$ cat src/rtl/unpk_pkg.sv
// Shared types and symbol-extraction helpers for the word unpacker.
// Holds word/symbol typedefs, FSM state enum and symbol counts.
package unpk_pkg;

  typedef logic [1:0]  sym2_t;
  typedef logic [3:0]  sym4_t;
  typedef logic [31:0] word_t;

  typedef enum logic {
    IDLE = 1'b0,
    EMIT = 1'b1
  } state_t;

  localparam int N_SYM2 = 16;
  localparam int N_SYM4 = 8;

  function automatic sym2_t get_sym2(
    input word_t       w,
    input logic [3:0]  f
  );
    return w[{f, 1'b0} +: 2];
  endfunction

  function automatic sym4_t get_sym4(
    input word_t       w,
    input logic [2:0]  f
  );
    return w[{f, 2'b00} +: 4];
  endfunction

  function automatic sym4_t sext2(input sym2_t s);
    return {{2{s[1]}}, s};
  endfunction

endpackage

$ cat src/rtl/word_unpacker.sv
// Splits 32-bit words into 2-bit (sign-extended) or 4-bit symbols.
// Ports: clk, rst_n, in_valid/in_ready/in_data/in_mode, out_valid/out_ready/out_sym/out_idx/out_last.
module word_unpacker
  import unpk_pkg::*;
#(
  parameter bit LSB_FIRST = 1'b1
) (
  input  logic        clk,
  input  logic        rst_n,
  input  logic        in_valid,
  output logic        in_ready,
  input  logic [31:0] in_data,
  input  logic        in_mode,
  output logic        out_valid,
  input  logic        out_ready,
  output logic [3:0]  out_sym,
  output logic [3:0]  out_idx,
  output logic        out_last
);

  state_t     state_q, state_d;
  logic [3:0] idx_q, idx_d;
  word_t      buf_q, buf_d;
  logic       mode_q, mode_d;

  logic       out_hs;
  logic       in_hs;
  logic [3:0] field;

  always_comb begin
    field = idx_q;
    // MSB-first reads fields from the top of the word down.
    if (LSB_FIRST == 1'b0) begin
      field = mode_q ? {1'b0, ~idx_q[2:0]} : ~idx_q;
    end
  end

  always_comb begin
    out_valid = (state_q == EMIT);
    out_idx   = idx_q;
    out_last  = out_valid &&
                (mode_q ? (idx_q == 4'(N_SYM4 - 1))
                        : (idx_q == 4'(N_SYM2 - 1)));
    out_sym   = mode_q ? get_sym4(buf_q, field[2:0])
                       : sext2(get_sym2(buf_q, field));
  end

  always_comb begin
    state_d  = state_q;
    idx_d    = idx_q;
    buf_d    = buf_q;
    mode_d   = mode_q;
    out_hs   = out_valid && out_ready;
    // A word slot frees up either when empty or as the last symbol leaves.
    in_ready = (state_q == IDLE) || (out_hs && out_last);
    in_hs    = in_valid && in_ready;
    if (in_hs) begin
      buf_d   = in_data;
      mode_d  = in_mode;
      idx_d   = 4'd0;
      state_d = EMIT;
    end else if (out_hs) begin
      // idx parks on the last symbol; only a new word resets it.
      if (out_last) state_d = IDLE;
      else          idx_d   = idx_q + 4'd1;
    end
  end

  always_ff @(posedge clk or negedge rst_n) begin
    if (!rst_n) begin
      state_q <= IDLE;
      idx_q   <= 4'd0;
      buf_q   <= '0;
      mode_q  <= 1'b0;
    end else begin
      state_q <= state_d;
      idx_q   <= idx_d;
      buf_q   <= buf_d;
      mode_q  <= mode_d;
    end
  end

endmodule

$ cat config.mk
export PLATFORM = sky130hd
export DESIGN_NAME = word_unpacker
export DESIGN_NICKNAME = d
export VERILOG_FILES = /design/src/rtl/unpk_pkg.sv /design/src/rtl/word_unpacker.sv
export SDC_FILE = /design/constraint.sdc
export NUM_CORES = 1
export LEC_CHECK = 0
export CORE_UTILIZATION = 45
export CTS_CLUSTER_DIAMETER = 30
export DETAILED_ROUTE_END_ITERATION = 7
export PLACE_DENSITY = 0.76
export SETUP_SLACK_MARGIN = 0.15
export SYNTH_ARGS = -nofsm -noshare
export SYNTH_HDL_FRONTEND = slang
export SYNTH_SLANG_ARGS = --single-unit
$ cat constraint.sdc
create_clock -name clk -period 3.12 [get_ports clk]
set_input_delay 0.936 -clock clk [delete_from_list [all_inputs] [get_ports clk]]
set_output_delay 0.936 -clock clk [all_outputs]
set_load 0.005 [all_outputs]
==> results of run 1 <==
## kinds of logic after synthesis
| family | Yosys count | synth area share |
|---|---|---|
| buffers and inverters | 16 | 0.0467 |
| AOI/OAI and AO/OA | 20 | 0.0751 |
| DFF | 38 | 0.423 |
| muxes | 57 | 0.389 |
| and+or+nand+nor | 25 | 0.0534 |
| xor gates and xnor gates | 2 | 0.00779 |
| adders and majority gates | 1 | 0.00556 |
## worst paths after layout
path / depth (start not counted) / endpoint / startpoint / slack [ns]
max: 9 / out_sym[0] / out_idx[1]$_DFFE_PN0P_ / 0.02
min: 1 / buf_q[14]$_DFFE_PN0P_ / buf_q[14]$_DFFE_PN0P_ / 0.53
max reg2reg: 11 / out_idx[1]$_DFFE_PN0P_ / out_idx[1]$_DFFE_PN0P_ / 0.74
min reg2reg: 1 / buf_q[14]$_DFFE_PN0P_ / buf_q[14]$_DFFE_PN0P_ / 0.53
max in group asynchronous: 2 / out_idx[1]$_DFFE_PN0P_ / rst_n / 1.68
min in group asynchronous: 2 / buf_q[10]$_DFFE_PN0P_ / rst_n / 1.08
## metrics by stage
| stage | cells | utilization | power (uW) | hold WS (ns) | TNS [ns] |
|---|---|---|---|---|---|
| 6_report | 295 | 0.658 | 3260 | 0.533 | 0 |
| 5_1_grt | 295 | 0.658 | 3440 | 0.547 | -0.0590 |
| 4_1_cts | 292 | 0.648 | 3170 | 0.537 | 0 |
| 3_5_place_dp | 273 | 0.595 | 2570 | 0.518 | -0.0850 |
| 3_3_place_gp | 273 | 0.595 | 2510 | 0.519 | -0.0340 |
| 2_1_floorplan | 159 | - | 2040 | 0.491 | 0 |
## layout make-up
class	instances	area, um2	share of cell area
well taps	67	83.8	0.0268
repair buffers	75	741	0.237
clock buffers	6	82.6	0.0264
multi-input cells	105	1250	0.401
flip-flops and latches	38	952	0.304
inverters	4	15.0	0.00480
## power groups by stage
stage	combinational [uW]	clock, uW	sequential [uW]
after detailed placement	1590	0	975
final	1930	341	988
after global routing	2070	362	1020
after floorplan	1170	0	864
after CTS	1850	341	979
after global placement	1550	0	959
## layout by cell type, fill, tap and decap left out, drive strengths merged
cell,Yosys,routed
o311ai,1,1
o22ai,3,3
a31oi,1,1
xnor2,2,2
a21o,3,3
mux2,33,33
and2,1,1
nor4,1,1
inv,4,4
or2,1,1
dfrtp,38,38
a221o,1,1
clkdlybuf4s50,0,41
mux2i,12,12
nand2b,3,3
clkbuf,3,6
mux4,12,12
or3,1,1
a22o,3,3
ha,1,1
a211oi,1,1
nand2,15,15
buf,9,32
nand3,2,2
o211ai,1,1
a21oi,2,2
a2111oi,1,1
o21ai,1,1
nor3b,1,1
a21bo,1,1
o31ai,1,1
clkdlybuf4s15,0,2
## sequential cells by signal, indices dropped and copies added, names as in the netlist
register / count
buf_q: 32
out_valid: 1
mode_q: 1
out_idx: 4
## worst max-delay path: cells and delay by family, from the launching register on
| family | cells | cell delay [ns] |
|---|---|---|
| muxes | 1 | 0.12 |
| AOI/OAI and AO/OA | 3 | 0.61 |
| DFF | 1 | 0.47 |
| buffers and inverters | 5 | 0.68 |
## per-layer routing
layer	vias up	GRT usage
met1	830	0.288
met4	0	0.0588
met5	-	0
li1	732	-
met3	10	0.0442
met2	53	0.349
## repair_timing
action	CTS	global route
resized for setup	33	7
setup endpoints to repair	6	6
buffers inserted	12	3
cloned	1	0
pin swaps	6	4
==> impl_summary.log, run 1 <==
[metrics] status: completed
[metrics] number of instances in the synthesized netlist: roughly 160
[metrics] cell with the biggest individual delay on the critical path: dfrtp_2
[metrics] leading post-synthesis cells by instance count: dfrtp_1, mux2_4, nand2_1
[metrics] remaining antenna violation count after routing: 0
[metrics] wire length reported by the detailed router: 5190 um
[metrics] most used standard cell by instance count after synthesis: dfrtp_1
[metrics] final-report setup violation count: 0
[metrics] Slowest Stage Delay on Critical Path: 0.47 ns
[metrics] Hold Violations, Final: 0
[metrics] final worst path period share: 0.993
[metrics] post-synthesis average cell area: ~14 um2
[metrics] category of the worst setup path capture point: primary output
[metrics] post-synth net total: 197
[metrics] TritonRoute pass-1 iters: 4
[metrics] die span in y: between 70 and 80 um
[metrics] Cell Chain, Critical Path: buf_4 -> buf_12 -> buf_6 -> buf_4 -> mux2i_1 -> a31oi_1 -> o211ai_1 -> a211oi_2 -> buf_2
[metrics] primary flip-flop cell chosen by synthesis mapping: dfrtp_1
[metrics] cell type with the largest total area after synthesis: dfrtp_1
[metrics] CTS tree: yes
[metrics] shortest period the worst path allows: 3.10 ns
[metrics] CTS Root Cell: clkbuf_8
[metrics] synthesis-to-layout area growth: 39.0%
[metrics] placer's final routability congestion estimate: 0.832
[metrics] sw power: between 1000 and 1500 uW
[metrics] IO buf count: 47
[metrics] worst path required time: between 2 and 2.5 ns
[metrics] remaining max-slew budget at the tightest pin: 0.673
[metrics] type of the worst min-delay path: reg -> reg
[metrics] overall global routing resource usage: 0.213
[metrics] count of hold-fix buffers inserted at cts: 0
[metrics] endpoint arrival time on the critical path: around 2.2 ns
[metrics] wire length on met3: 223 um
[metrics] worst setup timing slack at the placement stage: -0.0850 ns
[metrics] ys async rst share: 1.00
[metrics] post-route cell area: about 3100 um2
[metrics] largest cells by area after synthesis: dfrtp_1, mux2_4, mux4_2
[metrics] achievable clock frequency: between 300 and 400 MHz
[metrics] distinct cell type count of the synthesized netlist: 37
[metrics] category of the critical setup timing path: reg -> out
[metrics] number of sinks on the clock net: 38
[metrics] count of maximum capacitance violations: 0
[metrics] fraction of power consumed by the clock network: 0.104
[metrics] Net Sw Frac: 0.346
[metrics] Diodes inserted: 0
[metrics] Fin Clk Skew: 0.00735 ns
[metrics] detail-routed net length per standard cell: between 15 and 20 um
[metrics] final critical-path setup slack: between 0.02 and 0.025 ns
[metrics] peak supply drop: between 0.5 and 0.6 mV
[metrics] post-layout net count: around 270
[metrics] fraction of the yosys area taken by sequential cells: 0.423
[metrics] Post-route DRC: 0
[metrics] unrepaired setup endpoints after global routing: yes
[metrics] Clk Latency, worst-skew pair: just under 0.3 ns
[metrics] pin count of the biggest net entering global routing: 39
[metrics] I/O Pins: 48
[metrics] first-pass GRT wire length: 8420 um
[metrics] Max clock buf depth: 2
[metrics] top routing layer in use: met4
[metrics] number of synthesized register bits: 38
[metrics] via count: between 1500 and 2000
[metrics] # rows: 25
[metrics] dpl cell area: between 2000 and 3000 um2
[metrics] post-detailed-placement half-perimeter wirelength: between 3000 and 4000 um
[metrics] kind of start point of the critical path: flip-flop
[metrics] fill cell instance count of the final layout: approximately 340
[metrics] wire length on met1: approximately 2300 um
[metrics] Seq pwr share: 0.303
[metrics] power density over the cells: 1040 nW/um2
[metrics] gr ovfl total: 0
[metrics] Post-synth EDFFs: 0
[metrics] share of layout cells above drive strength 1: 0.430
[metrics] CP max FO: 5
[metrics] post-synth design cell area: between 2000 and 2500 um2
[metrics] standard cell core area: roughly 4800 um2
[metrics] most frequent cell on the critical path: buf_4
[metrics] total clock buffers created by CTS: 5
[metrics] actual transition at the worst max-transition pin: 0.491 ns
[metrics] leakage component of the power: ~0.0014 uW
[metrics] overall die area: between 5000 and 6000 um2
[metrics] number of vias per cell: roughly 5.5
[metrics] starting DRC count in detailed routing: 66
[metrics] combinational cell fraction of total power: 0.593
[metrics] starting utilization of the core area: 0.473
[metrics] Final Max Slew Viols: 0
[metrics] horizontal die dimension: approximately 73 um
[metrics] number of global-route vias before repair: around 1700
[metrics] Clk pin slew, worst setup/hold paths: about 0.080 ns
[metrics] CTS H-tree lvls: 2
[metrics] top-area cell type share of the netlist area: 0.423
[metrics] Synth warnings: 0
[metrics] number of antenna violations at the first check in global routing: 0
[metrics] design internal power: about 2100 uW
[metrics] metal2 WL: roughly 2600 um
No activity file was read; power rests on OpenSTA's default activity.
==> run 2: changes to the inputs <==
GPL_TIMING_DRIVEN = 0   (was unset)
==> impl_summary.log, run 2 (synthesized netlist as in run 1, its figures left out) <==
[metrics] remaining max-slew budget at the tightest pin: 0.451 (-0.222)
[metrics] Slowest Stage Delay on Critical Path: 0.48 ns (about the same)
[metrics] endpoint arrival time on the critical path: 2.13 ns (-0.03 ns)
[metrics] Seq pwr share: 0.306 (+0.003)
[metrics] number of sinks on the clock net: 38 (unchanged)
[metrics] I/O Pins: 48 (unchanged)
[metrics] leakage component of the power: 0.00142 uW (-1.8%)
[metrics] number of vias per cell: 5.39 (-2.2%)
[metrics] CP max FO: 7 (+2)
[metrics] top routing layer in use: met4
[metrics] wire length on met1: 2140 um (-5.7%)
[metrics] starting DRC count in detailed routing: 88 (+33%)
[metrics] total negative setup slack: 0 ns (unchanged)
[metrics] most frequent cell on the critical path: buf_6
[metrics] gr ovfl total: 0 (unchanged)
[metrics] count of non-filler cells in the finished layout: 290 (-1.7%)
[metrics] via count: 1562 (-3.9%)
[metrics] Net Sw Frac: 0.337 (-0.00891)
[metrics] fraction of power consumed by the clock network: 0.108 (+0.004)
[metrics] CTS H-tree lvls: 2 (unchanged)
[metrics] Fin Clk Skew: 0.00190 ns (-0.00545 ns)
[metrics] Critical Path Stages: 9 (unchanged)
[metrics] count of cells along the worst register-to-register path: 7 (-4)
[metrics] total clock buffers created by CTS: 5 (unchanged)
[metrics] number of buffers and inverters on the critical path: 5 (unchanged)
[metrics] category of the worst setup path capture point: primary output
[metrics] starting utilization of the core area: 0.473 (unchanged)
[metrics] power density over the cells: 1010 nW/um2 (-3.6%)
[metrics] Final Max Slew Viols: 0 (unchanged)
[metrics] Diodes inserted: 0 (unchanged)
[metrics] CTS tree: yes
[metrics] share of layout cells above drive strength 1: 0.413 (-0.0173)
[metrics] type of the worst min-delay path: reg -> reg
[metrics] wire length reported by the detailed router: 4730 um (-8.9%)
[metrics] Largest Register: buf_q
[metrics] final-report setup violation count: 0 (unchanged)
[metrics] dpl cell area: 2800 um2 (-1.1%)
[metrics] Post-route DRC: 0 (unchanged)
[metrics] # rows: 25 (unchanged)
[metrics] dpl cells: 273 (unchanged)
[metrics] CP top delay family: buffers and inverters
[metrics] synthesis-to-layout area growth: 33.8%
[metrics] actual transition at the worst max-transition pin: 0.824 ns (+0.333 ns)
[metrics] standard cell core area: 4750 um2 (unchanged)
[metrics] fill cell instance count of the final layout: 370 (+7.9%)
[metrics] detail-routed net length per standard cell: 16.3 um (-7.3%)
[metrics] combinational cell fraction of total power: 0.586 (-0.007)
[metrics] horizontal die dimension: 72.7 um (unchanged)
[metrics] number of global-route vias before repair: 1600 (-4.0%)
[metrics] worst hold-check slack: 0.534 ns (+0.000262 ns)
[metrics] number of flip-flops under the largest register name: 32 (unchanged)
[metrics] category of the critical setup timing path: reg -> out
[metrics] TritonRoute pass-1 iters: 4 (unchanged)
[metrics] first-pass GRT wire length: 7750 um (-8.0%)
[metrics] Cell Chain, Critical Path: buf_6 -> buf_12 -> mux2i_1 -> mux4_2 -> o22ai_2 -> buf_4 -> buf_6 -> a21o_1 -> buf_2
[metrics] final worst path period share: 0.984 (-0.00912)
[metrics] metal2 WL: 2300 um (-12%)
[metrics] Clk Latency, worst-skew pair: 0.29 ns (about the same)
[metrics] achievable clock frequency: 326 MHz (+0.93%)
[metrics] wire length on met3: 235 um (+5.4%)
[metrics] post-detailed-placement half-perimeter wirelength: 3350 um (-0.78%)
[metrics] remaining antenna violation count after routing: 0 (unchanged)
[metrics] count of maximum capacitance violations: 0 (unchanged)
[metrics] overall die area: 5290 um2 (unchanged)
[metrics] most frequent standard cell in the layout excluding fill and tap cells: clkdlybuf4s50_1
[metrics] most used cells in the layout excluding fill and tap cells: clkdlybuf4s50_1, dfrtp_1, mux2_4
[metrics] status: completed
[metrics] shortest period the worst path allows: 3.07 ns (-0.0285 ns)
[metrics] IO buf count: 47 (unchanged)
[metrics] placer's final routability congestion estimate: 0.823 (-1.1%)
[metrics] cell with the biggest individual delay on the critical path: mux4_2
[metrics] number of antenna violations at the first check in global routing: 0 (unchanged)
[metrics] kind of start point of the critical path: flip-flop
[metrics] Clk pin slew, worst setup/hold paths: 0.07 ns (about the same)
[metrics] hold path cells: 1 (unchanged)
[metrics] post-route cell area: 3010 um2 (-3.8%)
[metrics] post-layout net count: 262 (-1.9%)
[metrics] unrepaired setup endpoints after global routing: yes
[metrics] sw power: 1020 uW (-9.6%)
[metrics] peak supply drop: 0.635 mV (+9.3%)
[metrics] post-route core utilization: 0.633 (-0.0250)
[metrics] overall global routing resource usage: 0.198 (-0.0147)
[metrics] CTS Root Cell: clkbuf_8
[metrics] die span in y: 72.7 um (unchanged)
[metrics] pin count of the biggest net entering global routing: 39 (unchanged)
[metrics] worst path required time: 2.18 ns (about the same)
[metrics] Max clock buf depth: 2 (unchanged)
[metrics] design internal power: 2010 uW (-6.0%)
[metrics] Hold Violations, Final: 0 (unchanged)
[run 2: changes by cell type in the layout (fill, tap and decap cells not counted), moves of 2 or more]
cell             before  now
clkbuf_2              0    3
buf_12                3    1
clkdlybuf4s15_1       2    0
buf_4                18   12
clkdlybuf4s50_1      41   39
[run 2: path summary, 6_finish.rpt]
kind | start | end | slack (ns)
min reg2reg | buf_q[27]$_DFFE_PN0P_ | buf_q[27]$_DFFE_PN0P_ | 0.53
max | out_idx[1]$_DFFE_PN0P_ | out_sym[3] | 0.05
min | buf_q[27]$_DFFE_PN0P_ | buf_q[27]$_DFFE_PN0P_ | 0.53
max reg2reg | out_idx[0]$_DFFE_PN0P_ | buf_q[14]$_DFFE_PN0P_ | 1.28
max in group asynchronous | rst_n | buf_q[26]$_DFFE_PN0P_ | 1.85
min in group asynchronous | rst_n | buf_q[0]$_DFFE_PN0P_ | 0.74
[run 2: final cells by class]
cell class	count	area, um2	share of cell area
clock buffers	6	82.6	0.0274
well taps	67	83.8	0.0279
flip-flops and latches	38	951	0.316
inverters	4	23.8	0.00790
plain buffers	12	116	0.0387
repair buffers	58	534	0.178
multi-input cells	105	1220	0.405
[run 2: metal layers]
metal | vias to the layer above | track usage
li1 | 719 | -
met1 | 790 | 0.257
met2 | 47 | 0.323
met3 | 6 | 0.0594
met4 | 0 | 0.0545
met5 | - | 0
[run 2: stage by stage]
| step | total power, uW | worst slack [ns] |
|---|---|---|
| after CTS | 3010 | 0.0825 |
| after floorplan | 2040 | 0.595 |
| after detailed placement | 2530 | -0.258 |
| final | 3030 | 0.0499 |
| after global placement | 2500 | -0.268 |
| after global routing | 3220 | -0.0526 |
[run 2: timing repair]
item	in CTS	in global routing
setup buffers	9	2
endpoints found under the hold margin	0	0
hold buffers	0	0
gates resized for setup	34	4
setup endpoints to repair	5	5
pin swaps	3	0
[run 2: power by group through the flow]
stage	registers [uW]	clock network (uW)	logic [uW]
floorplan	864	0	1170
global placement	929	0	1580
detailed placement	935	0	1590
CTS	931	332	1750
global route	962	353	1910
finish	926	328	1770
==> run 3: changes to the inputs <==
CORE_MARGIN = 2   (was unset)
SLEW_MARGIN = 0   (was unset)
==> impl_summary.log, run 3 (synthesized netlist as in run 1, its figures left out) <==
[metrics] type of the worst min-delay path: reg -> reg
[metrics] starting utilization of the core area: 0.470 (-0.00309)
[metrics] Final Max Slew Viols: 0 (unchanged)
[metrics] detail-routed net length per standard cell: 16.4 um (+0.52%)
[metrics] I/O Pins: 48 (unchanged)
[metrics] worst hold-check slack: 0.533 ns (-0.00119 ns)
[metrics] CTS Root Cell: clkbuf_8
[metrics] Clk pin slew, worst setup/hold paths: 0.07 ns (about the same)
[metrics] number of flip-flops under the largest register name: 32 (unchanged)
[metrics] CTS H-tree lvls: 2 (unchanged)
[metrics] number of sinks on the clock net: 38 (unchanged)
[metrics] overall die area: 5580 um2 (+5.6%)
[metrics] total clock buffers created by CTS: 5 (unchanged)
[metrics] standard cell core area: 4790 um2 (+0.66%)
[metrics] final worst path period share: 0.988 (+0.00442)
[metrics] worst reg-to-reg setup slack: 1.16 ns (-0.12 ns)
[metrics] overall global routing resource usage: 0.192 (-0.00564)
[metrics] most frequent standard cell in the layout excluding fill and tap cells: clkdlybuf4s50_1
[metrics] remaining max-slew budget at the tightest pin: 0.430 (-0.0211)
[metrics] end point of the worst hold path: buf_q[26]$_DFFE_PN0P_
[metrics] count of cells along the worst register-to-register path: 8 (+1)
[metrics] Fin Clk Skew: 0.00815 ns (+0.00625 ns)
[metrics] Max clock buf depth: 2 (unchanged)
[metrics] leakage component of the power: 0.00142 uW (-0.34%)
[metrics] placer's final routability congestion estimate: 0.797 (-3.1%)
[metrics] most frequent cell on the critical path: buf_6
[metrics] most used cells in the layout excluding fill and tap cells: clkdlybuf4s50_1, dfrtp_1, mux2_4
[metrics] Slowest Stage Delay on Critical Path: 0.51 ns (+0.03 ns)
[metrics] actual transition at the worst max-transition pin: 0.856 ns (+0.0316 ns)
[metrics] number of global-route vias before repair: 1529 (-4.4%)
[metrics] peak supply drop: 0.420 mV (-34%)
[metrics] cell with the biggest individual delay on the critical path: mux4_2
[metrics] gr ovfl total: 0 (unchanged)
[metrics] remaining antenna violation count after routing: 0 (unchanged)
[metrics] worst path required time: 2.18 ns (about the same)
[metrics] CTS tree: yes
[metrics] power density over the cells: 1020 nW/um2 (+1.3%)
[metrics] endpoint arrival time on the critical path: 2.15 ns (+0.02 ns)
[metrics] shortest period the worst path allows: 3.08 ns (+0.0138 ns)
[metrics] Net Sw Frac: 0.344 (+0.00689)
[metrics] final-report setup violation count: 0 (unchanged)
[metrics] post-layout net count: 262 (unchanged)
[metrics] IO buf count: 47 (unchanged)
[metrics] source of the worst register-to-register timing path: out_idx[1]$_DFFE_PN0P_
[metrics] CP max FO: 7 (unchanged)
[metrics] status: completed
[metrics] post-route cell area: 3040 um2 (+0.87%)
[metrics] count of maximum capacitance violations: 0 (unchanged)
[metrics] Hold Violations, Final: 0 (unchanged)
[metrics] kind of start point of the critical path: flip-flop
[metrics] hold path cells: 1 (unchanged)
[metrics] Clk Latency, worst-skew pair: 0.29 ns (about the same)
[metrics] via count: 1539 (-1.5%)
[metrics] unrepaired setup endpoints after global routing: yes
[metrics] design internal power: 2030 uW (+1.2%)
[metrics] Seq pwr share: 0.300 (-0.006)
[metrics] total negative setup slack: 0 ns (unchanged)
[metrics] starting DRC count in detailed routing: 70 (-20%)
[metrics] Diodes inserted: 0 (unchanged)
[metrics] number of antenna violations at the first check in global routing: 0 (unchanged)
[metrics] launch point of the worst hold path: buf_q[26]$_DFFE_PN0P_
[metrics] endpoint of the worst register-to-register path: buf_q[19]$_DFFE_PN0P_
[metrics] synthesis-to-layout area growth: 34.9%
[metrics] post-detailed-placement half-perimeter wirelength: 3310 um (-1.1%)
[metrics] TritonRoute pass-1 iters: 4 (unchanged)
[metrics] sw power: 1060 uW (+4.3%)
[metrics] Post-route DRC: 0 (unchanged)
[metrics] pin count of the biggest net entering global routing: 39 (unchanged)
[metrics] category of the worst setup path capture point: primary output
[metrics] # rows: 25 (unchanged)
[metrics] die span in y: 74.7 um (+2.8%)
[metrics] dpl cell area: 2800 um2 (unchanged)
[metrics] Largest Register: buf_q
[metrics] first-pass GRT wire length: 7910 um (+2.1%)
[metrics] combinational cell fraction of total power: 0.597 (+0.011)
[metrics] Total Power: 3090 uW (+2.2%)
[metrics] category of the critical setup timing path: reg -> out
[metrics] horizontal die dimension: 74.7 um (+2.8%)
[metrics] wire length reported by the detailed router: 4770 um (+0.87%)
[metrics] share of layout cells above drive strength 1: 0.415 (+0.00262)
[metrics] achievable clock frequency: 324 MHz (-0.45%)
[metrics] fraction of power consumed by the clock network: 0.103 (-0.005)
[metrics] Cell Chain, Critical Path: buf_6 -> buf_8 -> mux2i_1 -> mux4_2 -> o22ai_4 -> buf_6 -> buf_6 -> a21o_1 -> buf_2
[metrics] number of vias per cell: 5.29 (-1.8%)
-- run 3: how the worst max path moves through the flow --
stage	cells after the start	to	from
6_report	9	out_sym[2]	out_idx[1]$_DFFE_PN0P_
5_1_grt	9	out_sym[2]	out_idx[1]$_DFFE_PN0P_
4_1_cts	9	out_sym[2]	out_idx[1]$_DFFE_PN0P_
3_5_place_dp	4	in_ready	out_ready
3_3_place_gp	4	in_ready	out_ready
2_1_floorplan	6	out_sym[1]	out_idx[0]$_DFFE_PN0P_
-- run 3: final cells by class --
type | instances | area, um2
Tap cell | 67 | 83.8
Inverter | 4 | 23.8
Timing Repair Buffer | 58 | 542
Multi-Input combinational cell | 105 | 1250
Fill cell | 355 | 1750
Sequential cell | 38 | 951
Buffer | 12 | 111
Clock buffer | 7 | 76.3
-- run 3: repair_timing --
action / CTS / global route
gates cloned: 0 / 0
hold buffers: 0 / 0
resized for setup: 39 / 6
buffers inserted: 10 / 1
setup endpoints to repair: 5 / 5
pin swaps: 2 / 2
-- run 3: stage by stage --
stage | util | setup slack, ns | std cells
final | 0.634 | 0.0362 | 291
after detailed placement | 0.585 | -0.272 | 273
after global routing | 0.634 | -0.0348 | 291
after global placement | 0.586 | -0.268 | 273
after CTS | 0.628 | 0.0663 | 290
after floorplan | - | 0.595 | 159
-- run 3: power by group through the flow --
stage | Combinational, uW | Sequential [uW] | Clock (uW)
floorplan | 1170 | 864 | 0
global placement | 1580 | 923 | 0
detailed placement | 1590 | 928 | 0
CTS | 1820 | 925 | 325
global route | 1990 | 969 | 344
finish | 1850 | 929 | 317
-- run 3: routing by layer --
metal / GRT usage / vias up / wire length (um)
met4: 0.0496 / 0 / 37
met5: 0 / - / 0
li1: - / 722 / -
met1: 0.279 / 760 / 2210
met3: 0.0509 / 5 / 219
met2: 0.290 / 52 / 2300
-- run 3: critical path, delay by kind of cell (launching register included) --
family | cells | cell delay (ns)
AO/OA/AOI/OAI | 2 | 0.23
multiplexers | 2 | 0.62
buffers and inverters | 5 | 0.60
flip-flops | 1 | 0.40
